File: src/rtl/rx_deser_n.sv
`default_nettype none
// ============================================================================
// Module   : rx_deser_n
// Brief    : UART RX deserializer with configurable width, bit order and parity.
// Revision : 1.0 - initial release
// ============================================================================
module rx_deser_n #(
    parameter int DATA_WIDTH = 8,   // legal range 5..9
    parameter int EDGE_W     = 5,
    parameter bit MSB_FIRST  = 1'b0
) (
    input  logic                  i_clk,
    input  logic                  i_rst,
    input  logic                  i_en_deser,
    input  logic [EDGE_W-1:0]     i_edge_cnt,
    input  logic [EDGE_W-1:0]     i_prescale,
    input  logic                  i_sampled_bit,
    input  logic                  i_frame_start,
    input  logic                  i_abort,
    input  logic                  i_par_en,
    input  logic                  i_par_odd,
    output logic [DATA_WIDTH-1:0] o_data,
    output logic                  o_data_valid,
    output logic                  o_par_err,
    output logic                  o_busy,
    output logic [3:0]            o_bit_cnt
);

    typedef enum logic [1:0] {
        IDLE   = 2'd0,
        DATA   = 2'd1,
        PARITY = 2'd2
    } state_t;

    localparam logic [3:0] LAST_IDX = 4'(DATA_WIDTH - 1);
    localparam logic [3:0] FULL_CNT = 4'(DATA_WIDTH);

    state_t                state, state_next;
    logic [DATA_WIDTH-1:0] sr, sr_next, shifted;
    logic [DATA_WIDTH-1:0] data_next;
    logic [3:0]            cnt_next;
    logic                  par_en, par_en_next;
    logic                  par_odd, par_odd_next;
    logic                  par_err_next, valid_next;
    logic [EDGE_W-1:0]     cap_edge;
    logic                  cap;

    // Wrapping subtraction makes prescale 0 capture on the last edge index.
    assign cap_edge = i_prescale - EDGE_W'(1);
    assign cap      = i_en_deser && (i_edge_cnt == cap_edge);

    generate
        if (MSB_FIRST) begin : g_msb_first
            assign shifted = {sr[DATA_WIDTH-2:0], i_sampled_bit};
        end else begin : g_lsb_first
            assign shifted = {i_sampled_bit, sr[DATA_WIDTH-1:1]};
        end
    endgenerate

    always_ff @(posedge i_clk) begin
        if (i_rst) begin
            state        <= IDLE;
            sr           <= '0;
            o_bit_cnt    <= '0;
            par_en       <= 1'b0;
            par_odd      <= 1'b0;
            o_data       <= '0;
            o_par_err    <= 1'b0;
            o_data_valid <= 1'b0;
        end else begin
            state        <= state_next;
            sr           <= sr_next;
            o_bit_cnt    <= cnt_next;
            par_en       <= par_en_next;
            par_odd      <= par_odd_next;
            o_data       <= data_next;
            o_par_err    <= par_err_next;
            o_data_valid <= valid_next;
        end
    end

    always_comb begin
        state_next   = state;
        sr_next      = sr;
        cnt_next     = o_bit_cnt;
        par_en_next  = par_en;
        par_odd_next = par_odd;
        data_next    = o_data;
        par_err_next = o_par_err;
        valid_next   = 1'b0;

        if (i_abort) begin
            state_next = IDLE;
            cnt_next   = '0;
        end else if (i_frame_start) begin
            // Restart wins over a completing capture in the same cycle.
            state_next   = DATA;
            sr_next      = '0;
            cnt_next     = '0;
            par_en_next  = i_par_en;
            par_odd_next = i_par_odd;
        end else if (cap) begin
            case (state)
                DATA: begin
                    sr_next = shifted;
                    if (o_bit_cnt == LAST_IDX) begin
                        if (par_en) begin
                            state_next = PARITY;
                            cnt_next   = FULL_CNT;
                        end else begin
                            state_next   = IDLE;
                            cnt_next     = '0;
                            data_next    = shifted;
                            par_err_next = 1'b0;
                            valid_next   = 1'b1;
                        end
                    end else begin
                        cnt_next = o_bit_cnt + 4'd1;
                    end
                end
                PARITY: begin
                    state_next   = IDLE;
                    cnt_next     = '0;
                    data_next    = sr;
                    par_err_next = i_sampled_bit ^ ((^sr) ^ par_odd);
                    valid_next   = 1'b1;
                end
                default: begin
                    state_next = state;
                end
            endcase
        end
    end

    assign o_busy = (state == DATA) || (state == PARITY);

endmodule
`default_nettype wire

File: config.mk
export PLATFORM = sky130hd
export DESIGN_NAME = rx_deser_n
export DESIGN_NICKNAME = d
export VERILOG_FILES = /design/src/rtl/rx_deser_n.sv
export SDC_FILE = /design/constraint.sdc
export NUM_CORES = 1
export LEC_CHECK = 0
export BUFFER_PORTS_ARGS = -buffer_cell sky130_fd_sc_hd__buf_2
export CORE_MARGIN = 5
export CORE_UTILIZATION = 50
export DETAILED_ROUTE_END_ITERATION = 16
export GPL_TIMING_DRIVEN = 0
export PLACE_DENSITY = 0.79
export SLEW_MARGIN = 10
export SYNTH_ARGS = -nofsm -noshare
export SYNTH_HDL_FRONTEND = slang
export SYNTH_SLANG_ARGS = --single-unit
File: constraint.sdc
create_clock -name i_clk -period 3.3 [get_ports i_clk]
set_clock_uncertainty 0.05 [all_clocks]
set_input_delay 0.66 -clock i_clk [delete_from_list [all_inputs] [get_ports i_clk]]
set_output_delay 0.66 -clock i_clk [all_outputs]
set_load 0.01 [all_outputs]
; After elaboration in Yosys (flattened, before gate mapping)
; Index checks and enable logic that the tools add are counted.
; W data, S select, Z words.
[classes]
addsub = 2
eq_ne = 7
muxes = 20
bitwise = 5
reduce_logical = 16
[ops]
columns = cell, n
row1 = $mux W8, 5
row2 = $pmux W8 S2, 1
row3 = $reduce_and A3 Y1, 3
row4 = $mux W4, 2
row5 = $pmux W4 S2, 1
row6 = $reduce_xor A8 Y1, 1
row7 = $mux W1, 6
row8 = $reduce_and A6 Y1, 1
row9 = $reduce_bool A2 Y1, 3
row10 = $eq A5 B5 Y1, 1
row11 = $sub A5 B1 Y5 const B, 1
row12 = $add A4 B1 Y4 const B, 1
row13 = $eq A4 B3 Y1 const B, 1
row14 = $mux W2, 2
row15 = $ne A2 B2 Y1 const B, 2
row16 = $pmux W1 S2, 2
row17 = $pmux W2 S2, 1
row18 = $reduce_and A2 Y1, 2
row19 = $reduce_or A4 Y1, 1
row20 = $ne A3 B3 Y1 const B, 1
row21 = $not A1 Y1, 3
row22 = $reduce_bool A3 Y1, 1
row23 = $reduce_or A3 Y1, 1
row24 = $eq A2 B1 Y1 const B, 1
row25 = other kinds (5), 6
[word_totals]
register_bits = 26
out_inout_bits = 15

; Logic depth before layout (Yosys ltp)
[logic_depth]
ltp_word = 5
mapped_depth = 9

; Worst setup path after synthesis
; Ideal clock, no wire load.
[synth_path]
path_kind = input -> register
from = in i_prescale[0]
to = reg sr[1]
setup_ps = 95
arrival_time_ps = 2162
required_ps = 3155
setup_slack_ps = 993
path_stages = 9
cell_sequence = inv_1 -> ha_1 -> xor2_1 -> and3_1 -> buf_1 -> nand3_2 -> or2_1 -> buf_6 -> o311ai_1
[synth_between]
elab_chain_len = 5
[synth_rtl]
columns = element, line_no
row1 = "start, declared", 16  ; input logic [EDGE_W-1:0] i_prescale,
row2 = $sub A5 B1 Y5, 49  ; assign cap_edge = i_prescale - EDGE_W'(1);
row3 = $eq A5 B5 Y1, 50  ; assign cap = i_en_deser && (i_edge_cnt == cap_edge);
row4 = $logic_and A1 B1 Y1, 50
row5 = $reduce_bool A2 Y1 (no source line), -
row6 = $reduce_and A3 Y1 (no source line), -
row7 = "end signal, assigned", 72  ; sr <= sr_next;
row8 = "end, declared", 39  ; logic [DATA_WIDTH-1:0] sr, sr_next, shifted;
; Every way passes these cells.
; A chain may end at the register's enable or synchronous reset.

; Worst setup path after layout
; Same ends and word-level chain as after synthesis.

==> flow_summary_export.csv <==
group,metric,value,unit
setup_path,critPathKind,"primary input to flip-flop",
timing,tightest_slew,0.488,ns
drt,top_layer,"met4",
die,die_w,67.0,um
timing,fmax,430,MHz
global_route,grt_use_total,0.186,
pwr,vdd_drop_max,0.000185,V
drt,drt_pass1_iterations,4,
logic_synthesis,ys.flop_type,"dfxtp_1",
global_route,grt_pass1_wl,6.66,mm
drt,via_count,1565,
logic_synthesis,ys_async_sr_fraction,0,
clock_network,numCtsBuffers,3,
die,start_util,0.528,
flow_run,maxCapViolCount,0,
logic_synthesis,ys_warn_count,0,
drt,wl_met2,1.68,mm
setup_path,worstPathArrival,2.51,ns
hold_path,hold_path_class,"flip-flop to flip-flop",
pwr,clkPwrFrac,0.347,
clock_network,cts_resized,0,
finish,nets,252,
finish,seq_area,520,um^2
logic_synthesis,syn_avg_cell_area,8.38,um^2
clock_network,cts_hold_buffers,0,
logic_synthesis,ys_seq_elements,26,
timing,finalHoldViolations,0,
clock_network,htreeDepth,1,
finish,n_fill_cell,302,
placed_design,dp_slack,0.613,ns
die,fp.dieH,67.0,um
logic_synthesis,synth_top_area_cell,"dfxtp_1",
timing,rsz0062_at_grt,"no",
die,core-area,3080,um^2
drt,routed_wl,3.85,mm
pwr,combPwrFrac,0.147,
pwr,swShare,0.246,
logic_synthesis,synth-compound-area-share,0.194,
drt,ant_nets,0,
die,ios,33,
global_route,grt_pass1_vias,1504,
clock_network,cts.sinks,26,
logic_synthesis,synth_top_area_share,0.320,
pwr,power_leakage,0.726,nW
logic_synthesis,yosysSeqAreaShare,0.320,
logic_synthesis,synth_fp_nets,216,
timing,worst_slack,0.976,ns
logic_synthesis,yosysMostFrequentCell,"dfxtp_1",
setup_path,worstPathMaxFanout,9,
finish,multi_input_area,1020,um^2
clock_network,postCtsSetupBuffers,0,
setup_path,critPathLaunchType,"primary input",
global_route,grt_max_degree,16,
clock_network,clock_path_buffers,2,
pwr,power.internal,0.472,mW
pwr,seq_power_share,0.506,
clock_network,cts-root-buf,"clkbuf_4",
clock_network,tritoncts,"built",
pwr,p_switching,0.154,mW
logic_synthesis,synth-simple-area-share,0.254,
timing,drv_slew,0,
clock_network,clkTransAtPathRegs,0.15,ns
drt,drc,0,
logic_synthesis,synth_area_leaders,"dfxtp_1 (32%), mux2_2 (6.2%), nor3_1 (6.2%), xnor2_1 (4.8%), a21oi_1 (4.3%)",
setup_path,cp-end-kind,"flip-flop",
pwr,total_power,0.627,mW
drt,viasPerCell,5.73,
timing,setup_violations,0,
finish,drive_above_1_share,0.227,
drt,m1WireLength,1.82,mm
setup_path,required,3.48,ns
global_route,antenna_found_initial,0,
die,die-area,4490,um^2
placed_design,gp_congestion,0.883,
finish,instances_no_fill,273,
logic_synthesis,synthMuxAreaShare,0.0685,
die,rows,20,
timing,max_slew_margin,0.674,
logic_synthesis,synth_common_cells,"dfxtp_1 (26), nor3_1 (20), a21oi_1 (14)",
clock_network,clk_latency,0.32,ns
logic_synthesis,yosys.area_share.adder,0.0308,
logic_synthesis,synthXorXnorAreaFrac,0.0785,
drt,drt_iter0_markers,92,
placed_design,hpwl,2.83,mm
timing,fin_crit,2.32,ns
drt,wl_met3,322,um
run_status,outcome,"finished, final reports clean",
pwr,power_density,332,nW/um^2
placed_design,dp_cells,269,
logic_synthesis,syn_inst,194,
logic_synthesis,synth_edf_count,0,
global_route,grt-ovfl-total,0,
logic_synthesis,netlist_area,1630,um^2
timing,min_period_over_period,0.704,
drt,drt-wirelength-per-cell,14.1,um
finish,area_delta_synth_final,16.2,%
placed_design,portBuffers,31,
finish,antenna_cells,0,
timing,fin_tns_setup,0,ns
logic_synthesis,synth_top_family_by_area,"simple AND/OR/NAND/NOR gates",
logic_synthesis,ys_types,46,
==> layout make-up <==
cell class | count | area share
plain buffers | 13 | 0.0311
clock buffers | 3 | 0.0119
clock inverters | 1 | 0.0159
inverters | 8 | 0.0159
multi-input cells | 147 | 0.538
flip-flops and latches | 26 | 0.275
well taps | 44 | 0.0291
repair buffers | 31 | 0.0821
==> registers in the layout (all words and copies together) (netlist names) <==
| signal | cells |
|---|---|
| par_en | 1 |
| o_data | 8 |
| o_par_err | 1 |
| par_odd | 1 |
| sr | 8 |
| o_bit_cnt | 4 |
| state | 2 |
| o_data_valid | 1 |
==> worst paths after layout <==
check / startpoint / end / slack [ns] / cells after the start
worst max register to register: state[0]$_SDFFE_PP0P_ / o_data[7]$_SDFFE_PP0P_ / 1.29 / 7
worst min-delay path: o_par_err$_SDFFE_PP0P_ / o_par_err$_SDFFE_PP0P_ / 0.45 / 2
worst min register to register: o_par_err$_SDFFE_PP0P_ / o_par_err$_SDFFE_PP0P_ / 0.45 / 2
worst max-delay path: i_prescale[0] / sr[1]$_SDFFE_PP0P_ / 0.98 / 10
==> cell families (layout without fill, tap and decap cells) <==
kind of cell    Yosys count  count (layout)
compound gates           47              47
xor+xnor                 13              13
fa+ha+maj                 4               4
buf+inv                  21              56
flops                    26              26
mux                      10              10
simple gates             73              73
==> critical path, stage by stage <==
cell,delay [ns]
buf_2,0.11
inv_1,0.04
ha_1,0.29
xor2_1,0.14
and3_1,0.16
buf_1,0.20
nand3_2,0.21
or2_1,0.28
buf_6,0.14
o311ai_1,0.27
==> routing by layer <==
metal  vias to the layer above  GRT usage
li1                        785          -
met1                       715      0.261
met2                        63      0.297
met3                         2     0.0253
met4                         0     0.0456
met5                         -          0
==> through the flow <==
stage                util  instance area [um^2]  hold slack, ns
CTS                 0.614                  1890           0.451
global placement    0.597                  1840           0.421
global route        0.614                  1890           0.494
floorplan               -                  1630           0.432
finish              0.614                  1890           0.449
detailed placement  0.597                  1840           0.425
==> placed cells by master, fill, tap and decap left out, types with 2 or more instances in the layout <==
cell type | Yosys | final
a21oi_1 | 14 | 14
a31oi_1 | 2 | 2
a41oi_1 | 2 | 2
and3_1 | 3 | 3
and3b_1 | 2 | 2
buf_1 | 2 | 2
buf_2 | 2 | 33
clkbuf_1 | 8 | 8
clkbuf_4 | 0 | 3
dfxtp_1 | 26 | 26
ha_1 | 4 | 4
inv_1 | 8 | 8
mux2_2 | 9 | 9
nand2_1 | 6 | 6
nand2b_1 | 3 | 3
nand3_1 | 7 | 7
nand3b_1 | 4 | 4
nand4_1 | 3 | 3
nor2_1 | 10 | 10
nor2b_1 | 3 | 3
nor3_1 | 20 | 20
nor3b_1 | 5 | 5
o21ai_0 | 12 | 12
o221ai_1 | 3 | 3
o311ai_1 | 4 | 4
xnor2_1 | 9 | 9
xor2_1 | 3 | 3
==> power by group through the flow <==
| stage | Clock (mW) | Combinational (mW) | Sequential (mW) |
|---|---|---|---|
| final | 0.217 | 0.0923 | 0.317 |
| after global routing | 0.236 | 0.101 | 0.318 |
| after CTS | 0.227 | 0.0917 | 0.317 |
| after detailed placement | 0 | 0.0912 | 0.324 |
| after global placement | 0 | 0.0907 | 0.324 |
| after floorplan | 0 | 0.0615 | 0.323 |
Note: power is estimated with default switching activity, not from simulation.
